`src/rtl/counter_array_pkg.sv`:
```
// Shared encodings for the counter_array timer block: CTRL field positions
// and the counting modes a channel can run in.
package counter_array_pkg;

    localparam logic [1:0] MODE_ONESHOT = 2'b00;
    localparam logic [1:0] MODE_RELOAD  = 2'b01;
    localparam logic [1:0] MODE_SQUARE  = 2'b10;

    localparam int CTRL_EN       = 0;
    localparam int CTRL_MODE_LSB = 1;
    localparam int CTRL_IRQEN    = 3;
    localparam int CTRL_CLRPEND  = 4;

    typedef struct packed {
        logic       en;
        logic [1:0] mode;
        logic       irq_en;
    } ctrl_t;

endpackage

```
`src/rtl/counter_chan.sv`:
```
// One timer channel: tick synchroniser and edge detect, down-counter with
// one-shot / auto-reload / square behaviour, terminal output and pending flag.
module counter_chan
    import counter_array_pkg::*;
#(
    parameter int WIDTH = 32
) (
    input  logic             clk_i,
    input  logic             rst_ni,
    input  logic             tick_i,
    input  logic             load_we_i,
    input  logic             ctrl_we_i,
    input  logic [WIDTH-1:0] wr_data_i,
    output logic [WIDTH-1:0] count_o,
    output logic             out_o,
    output logic             pend_o,
    output logic             irq_en_o
);

    // [0],[1] synchronise the asynchronous tick, [2] holds the previous level.
    logic [2:0]       sync_q;
    logic             tick_evt;
    logic [WIDTH-1:0] load_q, load_d;
    logic [WIDTH-1:0] count_q, count_d;
    ctrl_t            ctrl_q, ctrl_d;
    logic             out_q, out_d;
    logic             pulse_q, pulse_d;
    logic             pend_q, pend_d;

    assign tick_evt = sync_q[1] & ~sync_q[2];

    always_comb begin
        load_d  = load_q;
        count_d = count_q;
        ctrl_d  = ctrl_q;
        out_d   = out_q;
        pulse_d = 1'b0;
        pend_d  = pend_q;

        // An auto-reload terminal drives out for a single cycle only.
        if (pulse_q) begin
            out_d = 1'b0;
        end

        if (ctrl_we_i) begin
            ctrl_d.en     = wr_data_i[CTRL_EN];
            ctrl_d.mode   = wr_data_i[CTRL_MODE_LSB +: 2];
            ctrl_d.irq_en = wr_data_i[CTRL_IRQEN];
            if (wr_data_i[CTRL_CLRPEND]) begin
                pend_d = 1'b0;
            end
        end

        if (load_we_i) begin
            load_d  = wr_data_i;
            count_d = wr_data_i;
            out_d   = 1'b0;
        end else if (tick_evt && ctrl_q.en && (count_q != '0)) begin
            if (count_q != WIDTH'(1)) begin
                count_d = count_q - WIDTH'(1);
            end else begin
                pend_d = 1'b1;
                case (ctrl_q.mode)
                    MODE_RELOAD: begin
                        count_d = load_q;
                        out_d   = 1'b1;
                        pulse_d = 1'b1;
                    end
                    MODE_SQUARE: begin
                        count_d = load_q;
                        out_d   = ~out_q;
                    end
                    default: begin
                        count_d = '0;
                        out_d   = 1'b1;
                    end
                endcase
            end
        end
    end

    always_ff @(posedge clk_i or negedge rst_ni) begin
        if (!rst_ni) begin
            sync_q  <= '0;
            load_q  <= '0;
            count_q <= '0;
            ctrl_q  <= '0;
            out_q   <= 1'b0;
            pulse_q <= 1'b0;
            pend_q  <= 1'b0;
        end else begin
            sync_q  <= {sync_q[1:0], tick_i};
            load_q  <= load_d;
            count_q <= count_d;
            ctrl_q  <= ctrl_d;
            out_q   <= out_d;
            pulse_q <= pulse_d;
            pend_q  <= pend_d;
        end
    end

    assign count_o  = count_q;
    assign out_o    = out_q;
    assign pend_o   = pend_q;
    assign irq_en_o = ctrl_q.irq_en;

endmodule

```
`src/rtl/counter_array.sv`:
```
// N-channel timer array: write decode to the channels, registered count
// read port and the combined interrupt.
module counter_array
    import counter_array_pkg::*;
#(
    parameter int NCH    = 3,
    parameter int WIDTH  = 32,
    parameter int ADDR_W = $clog2(NCH) + 1
) (
    input  logic                                   clk,
    input  logic                                   RSTN,
    input  logic [NCH-1:0]                         tick_in,
    input  logic                                   wr_en,
    input  logic [ADDR_W-1:0]                      wr_addr,
    input  logic [WIDTH-1:0]                       wr_data,
    input  logic [(ADDR_W > 1 ? ADDR_W-2 : 0):0]   rd_ch,
    output logic [WIDTH-1:0]                       rd_data,
    output logic [NCH-1:0]                         ch_out,
    output logic [NCH-1:0]                         pending,
    output logic                                   irq
);

    localparam int RD_W = (ADDR_W > 1) ? ADDR_W - 1 : 1;

    logic [WIDTH-1:0]  count_w [NCH];
    logic [NCH-1:0]    out_w;
    logic [NCH-1:0]    pend_w;
    logic [NCH-1:0]    irq_en_w;
    logic [ADDR_W-1:0] wr_ch_w;
    logic [WIDTH-1:0]  rd_data_q, rd_data_d;
    logic              irq_q, irq_d;

    // Channel indices at or above NCH match no instance, so those writes vanish.
    assign wr_ch_w = wr_addr >> 1;

    for (genvar i = 0; i < NCH; i++) begin : g_chan
        counter_chan #(
            .WIDTH (WIDTH)
        ) u_chan (
            .clk_i     (clk),
            .rst_ni    (RSTN),
            .tick_i    (tick_in[i]),
            .load_we_i (wr_en && !wr_addr[0] && (wr_ch_w == ADDR_W'(i))),
            .ctrl_we_i (wr_en &&  wr_addr[0] && (wr_ch_w == ADDR_W'(i))),
            .wr_data_i (wr_data),
            .count_o   (count_w[i]),
            .out_o     (out_w[i]),
            .pend_o    (pend_w[i]),
            .irq_en_o  (irq_en_w[i])
        );
    end

    always_comb begin
        rd_data_d = '0;
        for (int i = 0; i < NCH; i++) begin
            if (rd_ch == RD_W'(i)) begin
                rd_data_d = count_w[i];
            end
        end
        irq_d = |(pend_w & irq_en_w);
    end

    always_ff @(posedge clk or negedge RSTN) begin
        if (!RSTN) begin
            rd_data_q <= '0;
            irq_q     <= 1'b0;
        end else begin
            rd_data_q <= rd_data_d;
            irq_q     <= irq_d;
        end
    end

    assign rd_data = rd_data_q;
    assign ch_out  = out_w;
    assign pending = pend_w;
    assign irq     = irq_q;

endmodule

```
`config.mk`:
```
export PLATFORM = sky130hd
export DESIGN_NAME = counter_array
export DESIGN_NICKNAME = d
export VERILOG_FILES = /design/src/rtl/counter_array_pkg.sv /design/src/rtl/counter_chan.sv /design/src/rtl/counter_array.sv
export SDC_FILE = /design/constraint.sdc
export NUM_CORES = 1
export LEC_CHECK = 0
export BUFFER_PORTS_ARGS = -buffer_cell sky130_fd_sc_hd__clkbuf_2
export CORE_ASPECT_RATIO = 0.5
export CORE_MARGIN = 3
export CORE_UTILIZATION = 40
export DETAILED_ROUTE_END_ITERATION = 8
export HOLD_SLACK_MARGIN = 0.03
export PLACE_DENSITY = 0.63
export SLEW_MARGIN = 15
export SYNTH_ARGS = -nofsm -noshare
export SYNTH_HDL_FRONTEND = slang
export SYNTH_SLANG_ARGS = --single-unit
```
`constraint.sdc`:
```
create_clock -name clk -period 2.6 [get_ports clk]
set_input_delay 0.26 -clock clk [delete_from_list [all_inputs] [get_ports clk]]
set_output_delay 0.26 -clock clk [all_outputs]
set_load 0.05 [all_outputs]
```
==> impl_metrics.ini <==
[worst_setup_path]
critical-path-top-delay-family = simple AND/OR/NAND/NOR gates
timing.critical_path.to_type = flop
critPathSlowestCell = or4_1
critPathArrivalTime_ns = 2.96
reg2reg_slack_ns = 0.07
regToRegStartpoint = g_chan[2].u_chan.count_o[11]$_DFFE_PN0P_
max_incr_delay_on_cp_ns = 0.57
r2r_end = g_chan[2].u_chan.count_o[13]$_DFFE_PN0P_
crit_buf_inv = 2
critPathMostFrequentCell = buf_4
timing.critical_path.fanout_max = 9
required_ns = 3.03
r2r_cells = 8
critical_path.cell_chain = or4_1 -> or3_4 -> nor4_4 -> buf_4 -> buf_4 -> nor3_1 -> o21ai_0 -> o211ai_1
cp.depth = 8
path_class = flop to flop
setup.worst_path.start_class = flop

[placed_design]
place.port_buffers = 81
detailed_place_hpwl_um = 36100
placement.cell_area_um2 = 15500
routabilityCongestion = 0.986
placed_cells = 2142

[timing]
post-route-period-util_pct = 97.4
skew_ns = 0.0247
fmax_mhz = 395
worst_slew_margin_rel_pct = 47.5
final.min_clock_period_ns = 2.53
max_slew.worst_pin.slew_ns = 0.786
report.final.hold_viol_count = 0
final-setup-viol-count = 0
timing_max_transition_violations_final = 0
hold_ws_ns = 0.0626

[final_layout]
n_fill_cell = 3101
layout_commonest_cell = nand2_1
antenna_diode_count = 0
nets = 1797
mostFrequentLayoutCells = nand2_1, dfrtp_1, buf_4
fin_cells = 2200
layout-area-overhead-vs-synth_pct = 22.2
drive_gt1_share_pct = 20.1
final_area_um2 = 16600

[worst_hold_path]
whs_path_depth = 3
hold_class = primary input to flop
min_delay_worst_endpoint = g_chan[0].u_chan.load_q[9]$_DFFE_PN0P_
hold_path_startpoint = wr_data[9]

[drt]
routed_wl_um = 48800
post-route-drc-count = 0
postRouteAntennaNets = 0
first_pass_iters = 6
vias = 13000
initialDrtViolationCount = 1376
avgViaCountPerCell = 5.91
wl_per_cell_um = 22.2

[synth]
postSynthCellCount = 1561
synth_enable_flop_cells = 0
synth_async_sr_flop_share_pct = 100
ys_ff_latch = 255
yosys_most_used_dff = dfrtp_1
synth_sequential_area_ratio_pct = 46.9
synth_cell_types = 74
count_of_warnings_emitted_by_yosys = 0
syn-mean-instance-area_um2 = 8.71
netlist_area_um2 = 13600
mappedNetlistNets = 1619

[global_routing]
groute.layer.met3.usage_pct = 7.03
grt_first_pass_wirelength_um = 74600
grt_pass1_vias = 12400
grt_remaining_overflow = 0
global_route.usage.total_pct = 26.8
global_route.peak_usage_layer = met2
antenna_found_initial = 1
grt_start_max_net_pins = 77
met1_track_demand_over_resource_pct = 39.0
grt_use_met2_pct = 39.7

[power_and_ir_drop]
vdd_ir_drop_max_mv = 0.426
power_density_nw_per_um2 = 848
design_power_total_mw = 14.1
cellLeakagePower_nw = 7.53

[clock_tree]
clkSinkCount = 255
clock-root-buffer = clkbuf_16
cts_buffers = 26
clock_latency_ns = 0.56
clock_tree.buffer_depth = 3
path_clk_slew_ns = 0.07
htree_levels = 1
tritoncts = yes

[job]
cap_violations = 0

[floorplan]
die_height_um = 136
initial_core_util_pct = 40.8
row_count = 47
overall_die_area_um2 = 36400
dieWidth_um = 267
core-area_um2 = 33300
number_of_i_o_pins = 82

[run_status]
outcome = finished, final reports clean
-- cells by family after synthesis --
logic type	Yosys count	synth area share (%)
simple gates	688	23.9
compound gates	381	17.8
flops	255	46.9
xor+xnor	27	1.74
fa+ha+maj	15	1.38
buf+inv	145	4.46
mux	50	3.76
-- report_power, final --
group / internal (mW) / switching, mW
clock network: 2.34 / 1.67
registers: 4.86 / 0.900
logic: 1.66 / 2.66
total: 8.86 / 5.23
-- cells in the mapped netlist, types with 15 or more instances --
| cell | n | share of area (%) |
|---|---|---|
| a21oi_1 | 85 | 3.1 |
| a31oi_1 | 20 | 0.92 |
| and3_1 | 17 | 0.78 |
| clkbuf_1 | 79 | 2.2 |
| dfrtp_1 | 255 | 47 |
| ha_1 | 15 | 1.4 |
| inv_1 | 34 | 0.94 |
| mux2i_1 | 41 | 3.0 |
| nand2_1 | 351 | 9.7 |
| nand3_1 | 22 | 0.81 |
| nand4_1 | 19 | 0.87 |
| nor2_1 | 94 | 2.6 |
| nor3_1 | 57 | 2.1 |
| nor4_1 | 38 | 1.7 |
| o211ai_1 | 19 | 1.0 |
| o21ai_0 | 116 | 4.3 |
| o31ai_1 | 15 | 0.83 |
| or4_1 | 17 | 0.94 |
| xnor2_1 | 18 | 1.2 |
-- cell type report --
class                      instances  area, um2  share of cell area [%]
sequential                       255       6380                    38.4
tap                              441        552                    3.32
multi-input combinational       1161       6740                    40.6
clock buffer                      34        752                    4.53
timing repair buffer             261       1890                    11.4
clock inverter                    14        159                   0.957
inverter                          34        128                   0.768
-- worst min-delay path, delay by kind of cell --
kind                   cells  cell delay, ns
AND/OR/NAND/NOR            2            0.15
buffers and inverters      1            0.16
-- per-layer routing --
layer  up-vias  wire length, um  part of all wire [%]
met5         -               45                 0.092
met4         6             1370                   2.8
met3       102             5050                    10
met2       618            20600                    42
met1      6326            21700                    44
li1       5955                -                     -
-- worst max-delay path by stage --
stage / from / to / slack [ns]
2_1_floorplan: g_chan[1].u_chan.count_o[0]$_DFFE_PN0P_ / g_chan[1].u_chan.count_o[28]$_DFFE_PN0P_ / 0.0004
3_3_place_gp: g_chan[1].u_chan.count_o[9]$_DFFE_PN0P_ / g_chan[1].u_chan.count_o[27]$_DFFE_PN0P_ / -0.03
3_5_place_dp: g_chan[2].u_chan.count_o[11]$_DFFE_PN0P_ / g_chan[2].u_chan.count_o[22]$_DFFE_PN0P_ / 0.0007
4_1_cts: g_chan[2].u_chan.count_o[15]$_DFFE_PN0P_ / g_chan[2].u_chan.count_o[15]$_DFFE_PN0P_ / 0.03
5_1_grt: g_chan[1].u_chan.count_o[8]$_DFFE_PN0P_ / g_chan[1].u_chan.count_o[25]$_DFFE_PN0P_ / -0.03
6_report: g_chan[2].u_chan.count_o[11]$_DFFE_PN0P_ / g_chan[2].u_chan.count_o[13]$_DFFE_PN0P_ / 0.07
-- through the flow --
stage / setup TNS [ns] / setup slack, ns / util, %
after detailed placement: 0 / 0.000741 / 46.6
after global routing: -0.107 / -0.0336 / 49.9
after floorplan: 0 / 0.000355 / -
after global placement: -0.0280 / -0.0280 / 46.6
final: 0 / 0.0687 / 49.9
after CTS: 0 / 0.0250 / 49.6
-- repair_timing --
item | 4_1_cts | 5_1_grt
resized for setup | 1 | 20
pin swaps | 0 | 11
hold buffers | 8 | 0
endpoints found under the hold margin | 80 | 0
setup buffers | 0 | 2
setup endpoints to repair | 1 | 41
cloned | 0 | 0
-- state kept, by name (all words and copies together), names as in the netlist --
| signal | count |
|---|---|
| rd_data | 32 |
| g_chan.u_chan.load_q | 96 |
| g_chan.u_chan.pend_o | 3 |
| g_chan.u_chan.out_o | 3 |
| g_chan.u_chan.ctrl_q | 9 |
| g_chan.u_chan.pulse_q | 3 |
| g_chan.u_chan.count_o | 96 |
| g_chan.u_chan.irq_en_o | 3 |
| irq | 1 |
| g_chan.u_chan.sync_q | 9 |
(Power assumes the default switching activity.)
